**src/rtl/rt_pkg.sv**
```systemverilog
// Shared types and constants for the reaction-timer controller.
package rt_pkg;

    typedef enum logic [2:0] {
        IDLE    = 3'd0,
        ARM     = 3'd1,
        GO      = 3'd2,
        DONE    = 3'd3,
        EARLY   = 3'd4,
        TIMEOUT = 3'd5
    } rt_state_e;

    // Right-shifting Fibonacci form: taps 16,14,13,11 land on bits 0,2,3,5.
    localparam logic [15:0] LFSR_TAP_MASK    = 16'h002D;
    localparam int          DEFAULT_TICK_DIV = 50000;

    function automatic logic [15:0] lfsr_step(input logic [15:0] cur);
        return {^(cur & LFSR_TAP_MASK), cur[15:1]};
    endfunction

endpackage

```
**src/rtl/ms_prescaler.sv**
```systemverilog
// Millisecond timebase: tick is high in the last cycle of each TICK_DIV-cycle period.
module ms_prescaler
    import rt_pkg::*;
#(
    parameter int TICK_DIV = DEFAULT_TICK_DIV
) (
    input  logic Clock,
    input  logic Clear,
    input  logic restart,
    output logic tick
);

    localparam int            CW   = (TICK_DIV > 1) ? $clog2(TICK_DIV) : 1;
    localparam logic [CW-1:0] LAST = CW'(TICK_DIV - 1);

    logic [CW-1:0] cnt_q, cnt_d;

    always_comb begin
        cnt_d = cnt_q + 1'b1;
        if (restart || (cnt_q == LAST)) begin
            cnt_d = '0;
        end
    end

    always_ff @(posedge Clock) begin
        if (!Clear) begin
            cnt_q <= '0;
        end else begin
            cnt_q <= cnt_d;
        end
    end

    // The counter wraps to 0 on the edge that consumes this pulse.
    assign tick = (cnt_q == LAST);

endmodule

```
**src/rtl/reaction_timer_ctrl.sv**
```systemverilog
// Reaction-timer control FSM: button conditioning, random wait, ms enables and clear for the BCD counter.
module reaction_timer_ctrl
    import rt_pkg::*;
#(
    parameter int          TICK_DIV    = DEFAULT_TICK_DIV,
    parameter int          WAIT_MIN_MS = 1000,
    parameter int          WAIT_BITS   = 11,
    parameter int          MAX_MS      = 9999,
    parameter logic [15:0] LFSR_SEED   = 16'hACE1
) (
    input  logic Clock,
    input  logic Clear,
    input  logic Start,
    input  logic React,
    output logic CountEn,
    output logic CountClr_n,
    output logic LED,
    output logic Busy,
    output logic Early,
    output logic Timeout
);

    localparam int WAIT_MAX = WAIT_MIN_MS + (1 << WAIT_BITS) - 1;
    localparam int MS_TOP   = (WAIT_MAX > MAX_MS) ? WAIT_MAX : MAX_MS;
    localparam int MSW      = $clog2(MS_TOP + 1);

    logic [1:0]  btn_raw;
    logic [1:0]  btn_ev;
    logic [1:0]  settle_q, settle_d;
    logic        start_ev, react_ev, tick, restart;
    logic [15:0] lfsr_q, lfsr_d;
    rt_state_e   state_q, state_d;
    logic [MSW-1:0] ms_q, ms_d, wait_q, wait_d;
    logic        early_q, early_d, tmo_q, tmo_d;
    logic        led_q, led_d, busy_q, busy_d, clr_n_q, clr_n_d, cen_q, cen_d;

    assign btn_raw  = {React, Start};
    assign settle_d = {1'b0, settle_q[1]};

    // Edge history is held high until the cleared synchronisers refill, so a
    // button already held through reset never produces an event.
    genvar gi;
    generate
        for (gi = 0; gi < 2; gi++) begin : g_btn
            logic s1_q, s1_d, s2_q, s2_d, prev_q, prev_d;

            always_comb begin
                s1_d   = btn_raw[gi];
                s2_d   = s1_q;
                prev_d = s2_q | settle_q[0];
            end

            always_ff @(posedge Clock) begin
                if (!Clear) begin
                    s1_q   <= 1'b0;
                    s2_q   <= 1'b0;
                    prev_q <= 1'b1;
                end else begin
                    s1_q   <= s1_d;
                    s2_q   <= s2_d;
                    prev_q <= prev_d;
                end
            end

            assign btn_ev[gi] = s2_q & ~prev_q;
        end
    endgenerate

    assign start_ev = btn_ev[0];
    assign react_ev = btn_ev[1];
    assign lfsr_d   = lfsr_step(lfsr_q);

    ms_prescaler #(.TICK_DIV(TICK_DIV)) u_prescaler (
        .Clock  (Clock),
        .Clear  (Clear),
        .restart(restart),
        .tick   (tick)
    );

    always_comb begin
        state_d = state_q;
        ms_d    = ms_q;
        wait_d  = wait_q;
        early_d = early_q;
        tmo_d   = tmo_q;
        case (state_q)
            IDLE, DONE, EARLY, TIMEOUT: begin
                if (start_ev) begin
                    state_d = ARM;
                    wait_d  = MSW'(WAIT_MIN_MS) + MSW'(lfsr_q[WAIT_BITS-1:0]);
                    early_d = 1'b0;
                    tmo_d   = 1'b0;
                end
            end
            ARM: begin
                // A reaction on the expiring tick still counts as a false start.
                if (react_ev) begin
                    state_d = EARLY;
                    early_d = 1'b1;
                end else if (tick) begin
                    if (ms_q + 1'b1 == wait_q) begin
                        state_d = GO;
                    end else begin
                        ms_d = ms_q + 1'b1;
                    end
                end
            end
            GO: begin
                if (react_ev) begin
                    state_d = DONE;
                end else if (tick) begin
                    if (ms_q + 1'b1 == MSW'(MAX_MS)) begin
                        state_d = TIMEOUT;
                        tmo_d   = 1'b1;
                    end else begin
                        ms_d = ms_q + 1'b1;
                    end
                end
            end
            default: state_d = IDLE;
        endcase

        restart = (state_d != state_q);
        if (restart) begin
            ms_d = '0;
        end

        led_d   = (state_d == GO);
        busy_d  = (state_d == ARM) || (state_d == GO);
        clr_n_d = !((state_d == ARM) && (state_q != ARM));
        // Keyed on the current state so the tick that ends GO is still forwarded.
        cen_d   = tick && (state_q == GO);
    end

    always_ff @(posedge Clock) begin
        if (!Clear) begin
            settle_q <= 2'b11;
            lfsr_q   <= LFSR_SEED;
            state_q  <= IDLE;
            ms_q     <= '0;
            wait_q   <= '0;
            early_q  <= 1'b0;
            tmo_q    <= 1'b0;
            led_q    <= 1'b0;
            busy_q   <= 1'b0;
            clr_n_q  <= 1'b0;
            cen_q    <= 1'b0;
        end else begin
            settle_q <= settle_d;
            lfsr_q   <= lfsr_d;
            state_q  <= state_d;
            ms_q     <= ms_d;
            wait_q   <= wait_d;
            early_q  <= early_d;
            tmo_q    <= tmo_d;
            led_q    <= led_d;
            busy_q   <= busy_d;
            clr_n_q  <= clr_n_d;
            cen_q    <= cen_d;
        end
    end

    assign CountEn    = cen_q;
    assign CountClr_n = clr_n_q;
    assign LED        = led_q;
    assign Busy       = busy_q;
    assign Early      = early_q;
    assign Timeout    = tmo_q;

endmodule

```
**config.mk**
```make
export PLATFORM = sky130hd
export DESIGN_NAME = reaction_timer_ctrl
export DESIGN_NICKNAME = d
export VERILOG_FILES = /design/src/rtl/rt_pkg.sv /design/src/rtl/ms_prescaler.sv /design/src/rtl/reaction_timer_ctrl.sv
export SDC_FILE = /design/constraint.sdc
export NUM_CORES = 1
export LEC_CHECK = 0
export CAP_MARGIN = 15
export CORE_MARGIN = 5
export CORE_UTILIZATION = 40
export DETAILED_ROUTE_END_ITERATION = 10
export DONT_BUFFER_PORTS = 1
export PLACE_DENSITY = 0.56
export SLEW_MARGIN = 20
export SYNTH_ARGS = -nofsm -noshare
export SYNTH_HDL_FRONTEND = slang
export SYNTH_SLANG_ARGS = --single-unit
export TNS_END_PERCENT = 50
```
**constraint.sdc**
```tcl
create_clock -name Clock -period 3.2 [get_ports Clock]
set_clock_uncertainty 0.05 [all_clocks]
set_input_delay 0.8 -clock Clock [delete_from_list [all_inputs] [get_ports Clock]]
set_output_delay 0.8 -clock Clock [all_outputs]
set_load 0.01 [all_outputs]
```
==> impl_metrics.json <==
{
  "syn_area_um2": 3940,
  "vias_per_cell": 5.47,
  "antenna_cells": 0,
  "rows": 36,
  "reg2reg_to": "ms_q[13]$_SDFFE_PP0P_",
  "die_w_um": 109,
  "drcViolationCount": 0,
  "coreArea_um2": 9680,
  "cts_resized": 0,
  "dr_total_vias": 3192,
  "min_path_cells": 1,
  "synth_top_area_share": 0.381,
  "final_layout_size_suffix_gt1_frac": 0.0843,
  "antenna_found_initial": 0,
  "rrSetupSlack_ns": 0.23,
  "drt-initial-drc-count": 164,
  "synth_simple_gate_area_frac": 0.300,
  "ys.flop_type": "dfxtp_1",
  "hold_viol_final": 0,
  "routedWlPerCell_um": 15.1,
  "regToRegStartpoint": "ms_q[3]$_SDFFE_PP0P_",
  "track_usage": 0.161,
  "arrival_ns": 3.21,
  "critical-path-max-stage-delay_ns": 0.64,
  "synth-edff-count": 0,
  "critPathRequiredTime_ns": 3.44,
  "finalWirelength_um": 8810,
  "syn_nets": 463,
  "cts_tree": "built",
  "critPathMostFrequentCell": "o211a_4",
  "ff2ff_path_depth": 7,
  "synth-compound-area-share": 0.160,
  "worstSkewPairLatency_ns": 0.35,
  "maxSlewViolCount": 0,
  "num-nets-final": 455,
  "dieArea_um2": 11900,
  "slew_headroom": 0.576,
  "die_height_um": 109,
  "synthXorXnorAreaFrac": 0.0778,
  "rsz0062_at_grt": "no",
  "post-route-period-util": 0.929,
  "cellPowerDensity_nw_per_um2": 416,
  "cts_hold_buffers": 0,
  "grt_pass1_wl_um": 15300,
  "power_leakage_uw": 0.00154,
  "avgSynthCellArea_um2": 8.66,
  "synth_top_family_by_area": "simple AND/OR/NAND/NOR gates",
  "seq_area_frac_synth": 0.381,
  "crit_path_end": "ms_q[13]$_SDFFE_PP0P_",
  "post_cts.repair.setup_buffers": 0,
  "cp-start-kind": "flip-flop",
  "max_cap_violations": 0,
  "clock_sinks": 75,
  "grt_pass1_vias": 3168,
  "ys_ff_latch": 75,
  "ir_drop_mv": 0.229,
  "cp-startpoint": "ms_q[3]$_SDFFE_PP0P_",
  "dp_hpwl_um": 6160,
  "status": "finished, final reports clean",
  "dr.pass1.iters": 4,
  "grt_max_degree": 26,
  "critical_path.max_fanout": 25,
  "numCtsBuffers": 9,
  "final_cell_count_no_fill": 584,
  "yosysTopAreaCell": "dfxtp_1",
  "synth.area.mux_share": 0.0178,
  "synth_warnings": 0,
  "placed_cells": 569,
  "finalSetupViolations": 0,
  "clock-root-buffer": "clkbuf_8",
  "finish.utilization": 0.436,
  "clockBufferDepth": 2,
  "min_path_type": "reg -> reg",
  "setup_tns_ns": 0,
  "crit_slowest_cell": "dfxtp_1",
  "clk_pin_slew_worst_paths_ns": 0.09,
  "syn2layout_area_growth_pct": 6.98,
  "fin_ws_ns": 0.229,
  "io_pins": 10,
  "tightestPinTransition_ns": 0.628,
  "place_congestion": 0.856,
  "synthTopCellsByArea": "dfxtp_1 (38%), nor2_1 (4.6%), xnor2_1 (4.4%)",
  "crit_chain": "nand4_4 -> o311a_1 -> o211a_1 -> o211a_4 -> o211a_4 -> or4_4 -> a21oi_2",
  "htree_levels": 3,
  "synthAdderAreaFrac": 0.0127,
  "synth_cell_types": 63,
  "min_period_ns": 2.97,
  "start_util": 0.407,
  "async_reset_ff_frac": 0,
  "antenna_left": 0,
  "post-place-ws_ns": 0.275,
  "crit_path_end_kind": "flip-flop",
  "syn_inst": 455,
  "port_buffers": 0,
  "overflow": 0,
  "max_clock_freq_mhz": 337,
  "critPathKind": "reg -> reg"
}
==> cells in the final DEF (no fill, tap or decap), types with 12 or more instances in the layout <==
cell type and count:
a21oi_1 25, and2_1 19, dfxtp_1 75, nand2_1 23, nand2b_1 17, nand3_1 14
nor2_1 48, nor3_1 12, or3_1 12, xnor2_1 20, xor2_1 15
==> through the flow <==
stage	cell area, um^2	hold WS (ns)	power [uW]
after global routing	4220	0.393	1830
after floorplan	3940	0.336	1040
after CTS	4220	0.372	1780
after global placement	4030	0.343	1050
final	4220	0.365	1750
after detailed placement	4030	0.349	1050
==> registers in the layout, summed over array words and instances, names as in the netlist, 2 cells and up <==
name,cells
g_btn.prev_q,2
g_btn.s1_q,2
g_btn.s2_q,2
lfsr_q,16
ms_q,14
settle_q,2
state_q,3
u_prescaler.cnt_q,16
wait_q,12
==> logic make-up after synthesis <==
family	after synthesis
xor gates and xnor gates	35
adders and majority gates	4
muxes	7
and+or+nand+nor	206
AOI/OAI and AO/OA	88
buffers and inverters	40
DFF	75
==> worst min-delay path by stage <==
stage	startpoint	end	slack, ns
after floorplan	lfsr_q[11]$_SDFF_PN1_	lfsr_q[10]$_SDFF_PN1_	0.34
after global placement	settle_q[1]$_DFF_P_	settle_q[0]$_SDFF_PN1_	0.34
after detailed placement	lfsr_q[12]$_SDFF_PN0_	lfsr_q[11]$_SDFF_PN1_	0.35
after CTS	lfsr_q[14]$_SDFF_PN0_	lfsr_q[13]$_SDFF_PN1_	0.37
after global routing	lfsr_q[11]$_SDFF_PN1_	lfsr_q[10]$_SDFF_PN1_	0.39
final	lfsr_q[14]$_SDFF_PN0_	lfsr_q[13]$_SDFF_PN1_	0.36
==> layout make-up <==
class | instances | area [um^2]
flip-flops and latches | 75 | 1500
clock inverters | 6 | 65.1
inverters | 10 | 37.5
clock buffers | 9 | 124
multi-input cells | 340 | 2240
fillers | 995 | 5470
well taps | 133 | 166
repair buffers | 11 | 82.6
==> layer usage <==
metal / up-vias / track usage / part of all wire
met5: - / 0 / 0
met4: 0 / 0.0614 / 0.019
met3: 18 / 0.0397 / 0.055
met2: 71 / 0.248 / 0.45
met1: 1479 / 0.218 / 0.48
li1: 1624 / - / -
==> synth_stat cells (all sizes together), types with 10 or more instances <==
master  count
dfxtp      75
nor2       48
a21oi      26
nand2      23
buf        20
xnor2      20
and2       19
nand2b     17
xor2       15
nand3      14
nor3       12
o21ai      12
or3        12
and3       10
clkbuf     10
nand4      10
==> power breakdown <==
group          leakage, uW  internal [uW]  switching, uW
combinational     0.000837           27.8           28.6
clock            0.0000959            359            367
sequential        0.000612            956           14.9
total              0.00154           1340            411
==> worst max-delay path, delay by kind of cell, from the launching register on <==
kind	cells	cell delay (ns)
flip-flops	1	0.64
AO/OA/AOI/OAI	5	1.44
AND/OR/NAND/NOR	2	0.77
Note: power is estimated with default switching activity, not from simulation.
